File: src/rtl/branch_predictor.sv
// branch_predictor
//   Direct-mapped BTB with 2-bit saturating counters for the 5-stage RV32 core.
//   F stage: combinational lookup of pc_f_i gives a predicted direction and a
//   next PC. E stage: the resolved outcome trains the table on the next clock
//   edge. A wrong guess raises mispredict_e_o together with the recovery PC.
//
//   Optional statistics counters are built when BRANCH_PREDICTOR_STATS_EN is
//   defined. Otherwise both statistics outputs are tied to 0.
//
// Ports
//   clk, rst_n_i              clock (rising edge), async active-low reset
//   pc_f_i, lookup_en_i       fetch PC, fetch-advancing strobe (stats only)
//   predict_taken_f_o         predicted taken for pc_f_i
//   predict_target_f_o        BTB target if predicted taken, else pc_f_i+4
//   update_*_e_i              resolved branch/jump from E
//   pred_taken_e_i            F-stage prediction, piped to E
//   pred_target_e_i           F-stage predicted next PC, piped to E
//   mispredict_e_o            F guessed wrong; flush and redirect
//   recover_pc_e_o            correct next PC
//   lookup_count_o            statistics counter
//   mispredict_count_o        statistics counter
module branch_predictor #(
  parameter int DATA_WIDTH = 32,
  parameter int ENTRIES    = 16
) (
  input  logic                  clk,
  input  logic                  rst_n_i,
  input  logic [DATA_WIDTH-1:0] pc_f_i,
  input  logic                  lookup_en_i,
  output logic                  predict_taken_f_o,
  output logic [DATA_WIDTH-1:0] predict_target_f_o,
  input  logic                  update_valid_e_i,
  input  logic                  update_jump_e_i,
  input  logic                  update_jalr_e_i,
  input  logic [DATA_WIDTH-1:0] update_pc_e_i,
  input  logic                  update_taken_e_i,
  input  logic [DATA_WIDTH-1:0] update_target_e_i,
  input  logic                  pred_taken_e_i,
  input  logic [DATA_WIDTH-1:0] pred_target_e_i,
  output logic                  mispredict_e_o,
  output logic [DATA_WIDTH-1:0] recover_pc_e_o,
  output logic [31:0]           lookup_count_o,
  output logic [31:0]           mispredict_count_o
);

  localparam int IDX_W = $clog2(ENTRIES);
  localparam int TAG_W = DATA_WIDTH - IDX_W - 2;

  localparam logic [1:0] CTR_SNT = 2'b00;
  localparam logic [1:0] CTR_WNT = 2'b01;
  localparam logic [1:0] CTR_WT  = 2'b10;
  localparam logic [1:0] CTR_ST  = 2'b11;

  localparam logic [DATA_WIDTH-1:0] PC_STEP = DATA_WIDTH'(4);

  logic                  valid_q  [ENTRIES];
  logic                  valid_d  [ENTRIES];
  logic [TAG_W-1:0]      tag_q    [ENTRIES];
  logic [TAG_W-1:0]      tag_d    [ENTRIES];
  logic [DATA_WIDTH-1:0] target_q [ENTRIES];
  logic [DATA_WIDTH-1:0] target_d [ENTRIES];
  logic [1:0]            ctr_q    [ENTRIES];
  logic [1:0]            ctr_d    [ENTRIES];

  // Lookup: reads only the registered table, so a same-cycle update to the
  // same index is not bypassed.
  logic [IDX_W-1:0] f_idx;
  logic [TAG_W-1:0] f_tag;
  logic             f_hit;

  assign f_idx = pc_f_i[IDX_W+1:2];
  assign f_tag = pc_f_i[DATA_WIDTH-1:IDX_W+2];
  assign f_hit = valid_q[f_idx] && (tag_q[f_idx] == f_tag);

  assign predict_taken_f_o  = f_hit && ctr_q[f_idx][1];
  assign predict_target_f_o = predict_taken_f_o ? target_q[f_idx] : pc_f_i + PC_STEP;

  // Resolution
  logic [IDX_W-1:0] e_idx;
  logic [TAG_W-1:0] e_tag;
  logic             e_hit;

  assign e_idx = update_pc_e_i[IDX_W+1:2];
  assign e_tag = update_pc_e_i[DATA_WIDTH-1:IDX_W+2];
  assign e_hit = valid_q[e_idx] && (tag_q[e_idx] == e_tag);

  assign mispredict_e_o = update_valid_e_i &&
                          ((update_taken_e_i != pred_taken_e_i) ||
                           (update_taken_e_i && pred_taken_e_i &&
                            (update_target_e_i != pred_target_e_i)));

  assign recover_pc_e_o = update_taken_e_i ? update_target_e_i : update_pc_e_i + PC_STEP;

  // Training. JALR targets are register-dependent, so they never touch the table.
  always_comb begin
    valid_d  = valid_q;
    tag_d    = tag_q;
    target_d = target_q;
    ctr_d    = ctr_q;
    if (update_valid_e_i && !update_jalr_e_i) begin
      if (e_hit) begin
        if (update_taken_e_i) begin
          if (ctr_q[e_idx] != CTR_ST) ctr_d[e_idx] = ctr_q[e_idx] + 2'd1;
          target_d[e_idx] = update_target_e_i;
        end else if (ctr_q[e_idx] != CTR_SNT) begin
          ctr_d[e_idx] = ctr_q[e_idx] - 2'd1;
        end
      end else if (update_taken_e_i) begin
        valid_d[e_idx]  = 1'b1;
        tag_d[e_idx]    = e_tag;
        target_d[e_idx] = update_target_e_i;
        ctr_d[e_idx]    = update_jump_e_i ? CTR_ST : CTR_WT;
      end
    end
  end

  always_ff @(posedge clk or negedge rst_n_i) begin
    if (!rst_n_i) begin
      for (int i = 0; i < ENTRIES; i++) begin
        valid_q[i]  <= 1'b0;
        tag_q[i]    <= '0;
        target_q[i] <= '0;
        ctr_q[i]    <= CTR_WNT;
      end
    end else begin
      valid_q  <= valid_d;
      tag_q    <= tag_d;
      target_q <= target_d;
      ctr_q    <= ctr_d;
    end
  end

`ifdef BRANCH_PREDICTOR_STATS_EN
  logic [31:0] lookup_count_q, lookup_count_d;
  logic [31:0] mispredict_count_q, mispredict_count_d;

  always_comb begin
    lookup_count_d     = lookup_count_q + {31'd0, lookup_en_i};
    mispredict_count_d = mispredict_count_q + {31'd0, mispredict_e_o};
  end

  always_ff @(posedge clk or negedge rst_n_i) begin
    if (!rst_n_i) begin
      lookup_count_q     <= '0;
      mispredict_count_q <= '0;
    end else begin
      lookup_count_q     <= lookup_count_d;
      mispredict_count_q <= mispredict_count_d;
    end
  end

  assign lookup_count_o     = lookup_count_q;
  assign mispredict_count_o = mispredict_count_q;
`else
  logic unused_lookup_en;
  assign unused_lookup_en   = lookup_en_i;
  assign lookup_count_o     = '0;
  assign mispredict_count_o = '0;
`endif

endmodule

File: config.mk
export PLATFORM = sky130hd
export DESIGN_NAME = branch_predictor
export DESIGN_NICKNAME = d
export VERILOG_FILES = /design/src/rtl/branch_predictor.sv
export SDC_FILE = /design/constraint.sdc
export NUM_CORES = 2
export LEC_CHECK = 0
export ABC_AREA = 1
export CORE_UTILIZATION = 30
export CTS_CLUSTER_SIZE = 12
export DETAILED_ROUTE_END_ITERATION = 12
export GPL_ROUTABILITY_DRIVEN = 0
export PLACE_DENSITY = 0.47
export SLEW_MARGIN = 15
export SYNTH_ARGS = -nofsm -noshare
export SYNTH_HDL_FRONTEND = slang
export SYNTH_SLANG_ARGS = --single-unit
File: constraint.sdc
create_clock -name clk -period 2.88 [get_ports clk]
set_clock_uncertainty 0.2 [all_clocks]
set_input_delay 0.288 -clock clk [delete_from_list [all_inputs] [get_ports clk]]
set_output_delay 0.288 -clock clk [all_outputs]
set_load 0.05 [all_outputs]
== Word-level counts from Yosys, hierarchy flattened ==
Cells that the tools add are included.
Cells by class
  add/sub/neg operators: 4
  $lt $le $gt $ge: 3
  reduce and logical (&&, ||, !) cells: 16
  bitwise logic cells: 4
  multiplexer cells: 42
  equality and inequality tests: 6
Operator list (count)
  $bwmux W512: 1
  $bwmux W416: 1
  $mux W32: 10
  $bmux W26 S4: 2
  $mux W26: 5
  $bmux W32 S4: 1
  $demux W32 S4: 1
  $demux W26 S4: 1
  $bwmux W32: 3
  $add A32 B3 Y32 const B: 2
  $eq A26 B26 Y1: 2
  $ne A32 B32 Y1: 1
  $bmux W2 S4: 2
  $or A16 B16 Y16: 1
  $ge A5 B5 Y1 const B: 2
  $mux W2: 5
  $not A4 Y5: 2
  $bmux W1 S4: 2
  $demux W2 S4: 1
  $logic_and A1 B1 Y1: 8
  $mux W1: 6
  $reduce_bool A2 Y1: 3
  $lt A5 B1 Y1 const B: 1
  $demux W1 S4: 1
  11 further kinds: 11
Storage, ports and cells
  bits in registers: 976
  input port bits: 136
  word-level logic and storage cells: 139

== Longest topological paths before layout ==
  depth in word-level cells: 9
  mapped depth: 24
  gate-level depth less buffers: 20

== Worst setup path before layout ==
OpenSTA, ideal clock, no wires.
  kind: input -> output
  start point: in pc_f_i[3]
  end point: out predict_target_f_o[10]
  buffers on the path: 4
  arrival time: 2.897 ns
  data required time: 2.392 ns
  stages on the path: 17
  path slack: -0.505 ns
  cell sequence: buf_4 buf_4 clkbuf_1 o21ai_0 o21ai_0 nand2_1 nand2_1 inv_1 nand2_1 nand2_1 and3_1 nand2_1 nor2_1 nand2_1 nor2_1 clkbuf_1 o21ai_0
Between the ends
  longest elaborated chain between the ends: 8
  elaborated cells between the ends (all ways): 18
RTL lines
  start: declaration: line 28  | input logic [DATA_WIDTH-1:0] pc_f_i,
  $not A4 Y5 (not written as such): line 73, 75, 76
  $bmux W26 S4: line 73  | assign f_hit = valid_q[f_idx] && (tag_q[f_idx] == f_tag);
  $mux W26 (not written as such) (2 in a row): line 73
  $eq A26 B26 Y1: line 73
  $logic_and A1 B1 Y1: line 73
  $logic_and A1 B1 Y1: line 75  | assign predict_taken_f_o = f_hit && ctr_q[f_idx][1];
  $mux W32 (*): line 76  | assign predict_target_f_o = predict_taken_f_o ? target_q[f_idx] : pc_f_i + PC_STEP;
  end: declaration: line 31  | output logic [DATA_WIDTH-1:0] predict_target_f_o,
Every way passes the cells marked *; elsewhere a longest branch is shown, timed or not. The select of a mux whose other input is x is not followed.

== Worst setup path after layout ==
  start point: reg tag_q[162] (netlist bit)
  end point: out predict_target_f_o[18]
Between the ends
  longest elaborated chain between the ends: 7
RTL lines
  start: declaration: line 58  | logic [TAG_W-1:0] tag_q [ENTRIES];
  start signal: assignment: line 127  | tag_q <= tag_d;
  $bmux W26 S4: line 73
  $mux W26 (not written as such) (2 in a row): line 73
  $eq A26 B26 Y1: line 73
  $logic_and A1 B1 Y1: line 73
  $logic_and A1 B1 Y1: line 75
  $mux W32: line 76
No other way between the ends. The select of a mux whose other input is x is not followed.

==> reports/qor.yml <==
clkLatencyLatePin_ps: 770
rows: 154
dpl.hpwl_um: 163000
slew_viol_final: 0
grt_pass1_vias: 50700
layout.nets: 8387
wl_um: 243000
ys_warn_count: 0
worst_slack_ps: -1050
total_power_uw: 41500
first_pass_iters: 6
peakVddDrop_uv: 500
die_x_um: 425
dr_total_vias: 53800
drive_gt1_frac: 0.207
track_usage: 0.257
drc: 0
cts_buffers: 115
syn2layout_area_growth_pct: 36.3
rsz0062_at_grt: "yes"
ant_nets: 0
drt_iter0_markers: 5020
cp_max_fo: 6
timing.rr.end: "tag_q[129]"
status: "finished, violations left"
async_reset_ff_frac: 1.00
tritoncts: "built"
violations: "negative setup slack"
wl_per_cell_um: 22.8
start_util: 0.303
final_cell_mix: "nand2_1, o21ai_0, dfrtp_1, buf_4, a21oi_1"
finalSetupViolCount: 394
overflow: 0
crit_type: "flip-flop to output pin"
timing.rr.start: "tag_q[333]"
nFillCells: 18000
syn_area_mm2: 0.0536
vias_per_cell: 5.04
max-slew-margin-rel: 0.257
path_clk_slew_ps: 60
stdcell_area_mm2: 0.0731
antenna_found_initial: 4
p_leak_uw: 0.0346
power_density_mw_per_mm2: 569
crit_end: "predict_target_f_o[18]"
grt_pass1_wl_um: 345000
core_mm2: 0.177
start_kind: "flip-flop"
cap_violations: 0
ios: 266
h-tree-depth: 3
rrSetupSlack_ps: -130
seq_area_frac_synth: 0.456
startpoint: "tag_q[162]"
io_buffers: 200
register_area_mm2: 0.0244
final_common_cell: "nand2_1"
synth-edff-count: 0
crit_arrival_ps: 3440
synthDistinctLibCells: 52
syn_area_per_cell_um2: 7.27
fmax_ghz: 0.255
dieArea_mm2: 0.180
fin_crit_sh: 1.36
worstMarginPinSlew_ps: 1110
cts.sinks: 976
dpl_cell_area_mm2: 0.0662
multi_input_area_mm2: 0.0253
hp-class: "input pin to async pin"
worstSetupEndpointType: "output pin"
die_h_um: 425
synthFlopType: "dfrtp_1"
grt_max_degree: 102
synthCells: 7376
crit_required_ps: 2390
root_buffer: "clkbuf_16"
hold_violations: 0
reg2reg_depth: 19
finalCriticalPeriod_ps: 3930
clock_path_buffers: 3
synth-seq-cells: 976
-- power by group --
part / leakage, uW / switching, uW / internal, uW
sequential: 0.0120 / 998 / 15900
clock: 0.00191 / 6390 / 8850
combinational: 0.0207 / 5540 / 3810
total: 0.0346 / 12900 / 28600
-- cells by family (layout without fill, tap and decap cells) --
kind of cell | count (synthesis) | in the layout | share of synthesized area
other | 1 | 66 | 0.0000700
AND/OR/NAND/NOR | 2771 | 2773 | 0.210
flip-flops | 976 | 976 | 0.456
XOR/XNOR | 75 | 75 | 0.0123
adder cells (fa/ha/maj) | 8 | 8 | 0.00187
AO/OA/AOI/OAI | 2206 | 2206 | 0.214
buffers and inverters | 1339 | 2237 | 0.106
-- Yosys cell counts (2+ instances only) --
cell       count  share of area
o21ai_1       51         0.0048
nor3_2         3        0.00056
o31ai_1        2        0.00028
nor2_1       505          0.035
clkinv_1      25         0.0018
nand3b_1      11         0.0015
inv_1        670          0.047
a21boi_0      32         0.0045
and3_1         6        0.00070
nor2_4         4        0.00084
ha_1           8         0.0019
dfrtp_1      960           0.45
dfstp_2       16         0.0078
nand2_4        9         0.0019
a31o_2         6        0.00098
a31oi_1        2        0.00023
buf_1         53         0.0037
nand3_1      310          0.029
nand3_2        2        0.00037
inv_2          8        0.00056
buf_6         12         0.0025
xor2_1        48         0.0078
a21oi_1      716          0.067
nand4_1       56         0.0065
o22ai_1        7        0.00082
clkbuf_1     299          0.021
nor3_1        36         0.0034
o21ai_0     1305           0.12
nand2_1     1796           0.13
buf_2        181          0.017
nand2_2        9         0.0011
o211ai_1      53         0.0074
nor2_2         4        0.00047
xnor2_1       27         0.0044
or2_2          6        0.00070
clkbuf_2       5        0.00047
a311o_1       26         0.0049
nor4_1         7        0.00082
buf_4         85          0.012
o2111ai_1      3        0.00049
-- area by class of cell --
| cell class | count | area share |
|---|---|---|
| clock inverters | 28 | 0.00579 |
| clock buffers | 185 | 0.0479 |
| multi-input cells | 5126 | 0.347 |
| diodes | 2 | 0.0000685 |
| repair buffers | 1321 | 0.188 |
| flip-flops and latches | 976 | 0.335 |
| inverters | 703 | 0.0366 |
| well taps | 2340 | 0.0401 |
-- state kept, by name, summed over array words and instances (netlist names) --
signal	flops
target_q	512
valid_q	16
ctr_q	32
tag_q	416
-- how the worst min path moves through the flow --
stage	depth (start not counted)	from	to	slack, ps
finish	3	rst_n_i	target_q[198]	100
global route	3	rst_n_i	target_q[198]	120
CTS	9	update_pc_e_i[2]	ctr_q[0]	50
detailed placement	1	rst_n_i	target_q[198]	50
global placement	1	rst_n_i	target_q[198]	50
floorplan	0	rst_n_i	ctr_q[11]	-210
-- worst max-delay path: stages, from the launching register on --
cell	delay [ps]
dfrtp_1	380
inv_1	70
a21oi_1	50
o21ai_0	100
nand2_1	210
nand2_1	130
nand3_2	110
xor2_1	190
nor3b_4	290
nand3_2	170
nor2_4	160
buf_12	130
buf_12	160
buf_8	140
nand2_4	50
o21ai_4	130
buf_12	180
-- per-layer routing --
layer  vias up  wire [um]  share of wire  track usage
met1     25900      99700           0.41        0.327
li1      25600          -              -            -
met3       456      13500          0.055       0.0290
met4         0      13900          0.057        0.132
met2      1845     116000           0.48        0.428
met5         -          0              0            0
-- metrics by stage --
| step | hold WS, ps | util | TNS, ps | cells | setup slack (ps) |
|---|---|---|---|---|---|
| after floorplan | -208 | - | -1640 | 7439 | -229 |
| after global placement | 52.9 | 0.374 | -389130 | 10400 | -1320 |
| after detailed placement | 49.2 | 0.374 | -392010 | 10400 | -1250 |
| after CTS | 54.6 | 0.406 | -372250 | 10700 | -1060 |
| after global routing | 118 | 0.413 | -116700 | 10700 | -1140 |
| final | 97.9 | 0.413 | -51610 | 10700 | -1050 |
-- repair_timing --
action                                  in CTS  in global routing
endpoints found under the setup margin     506                515
cloned                                       7                 30
setup buffers                               64                 10
resized for setup                          277                248
hold buffers                                 6                  1
pin swaps                                   76                 78
endpoints found under the hold margin      799                  2
Power figures use the tool's default switching activity.
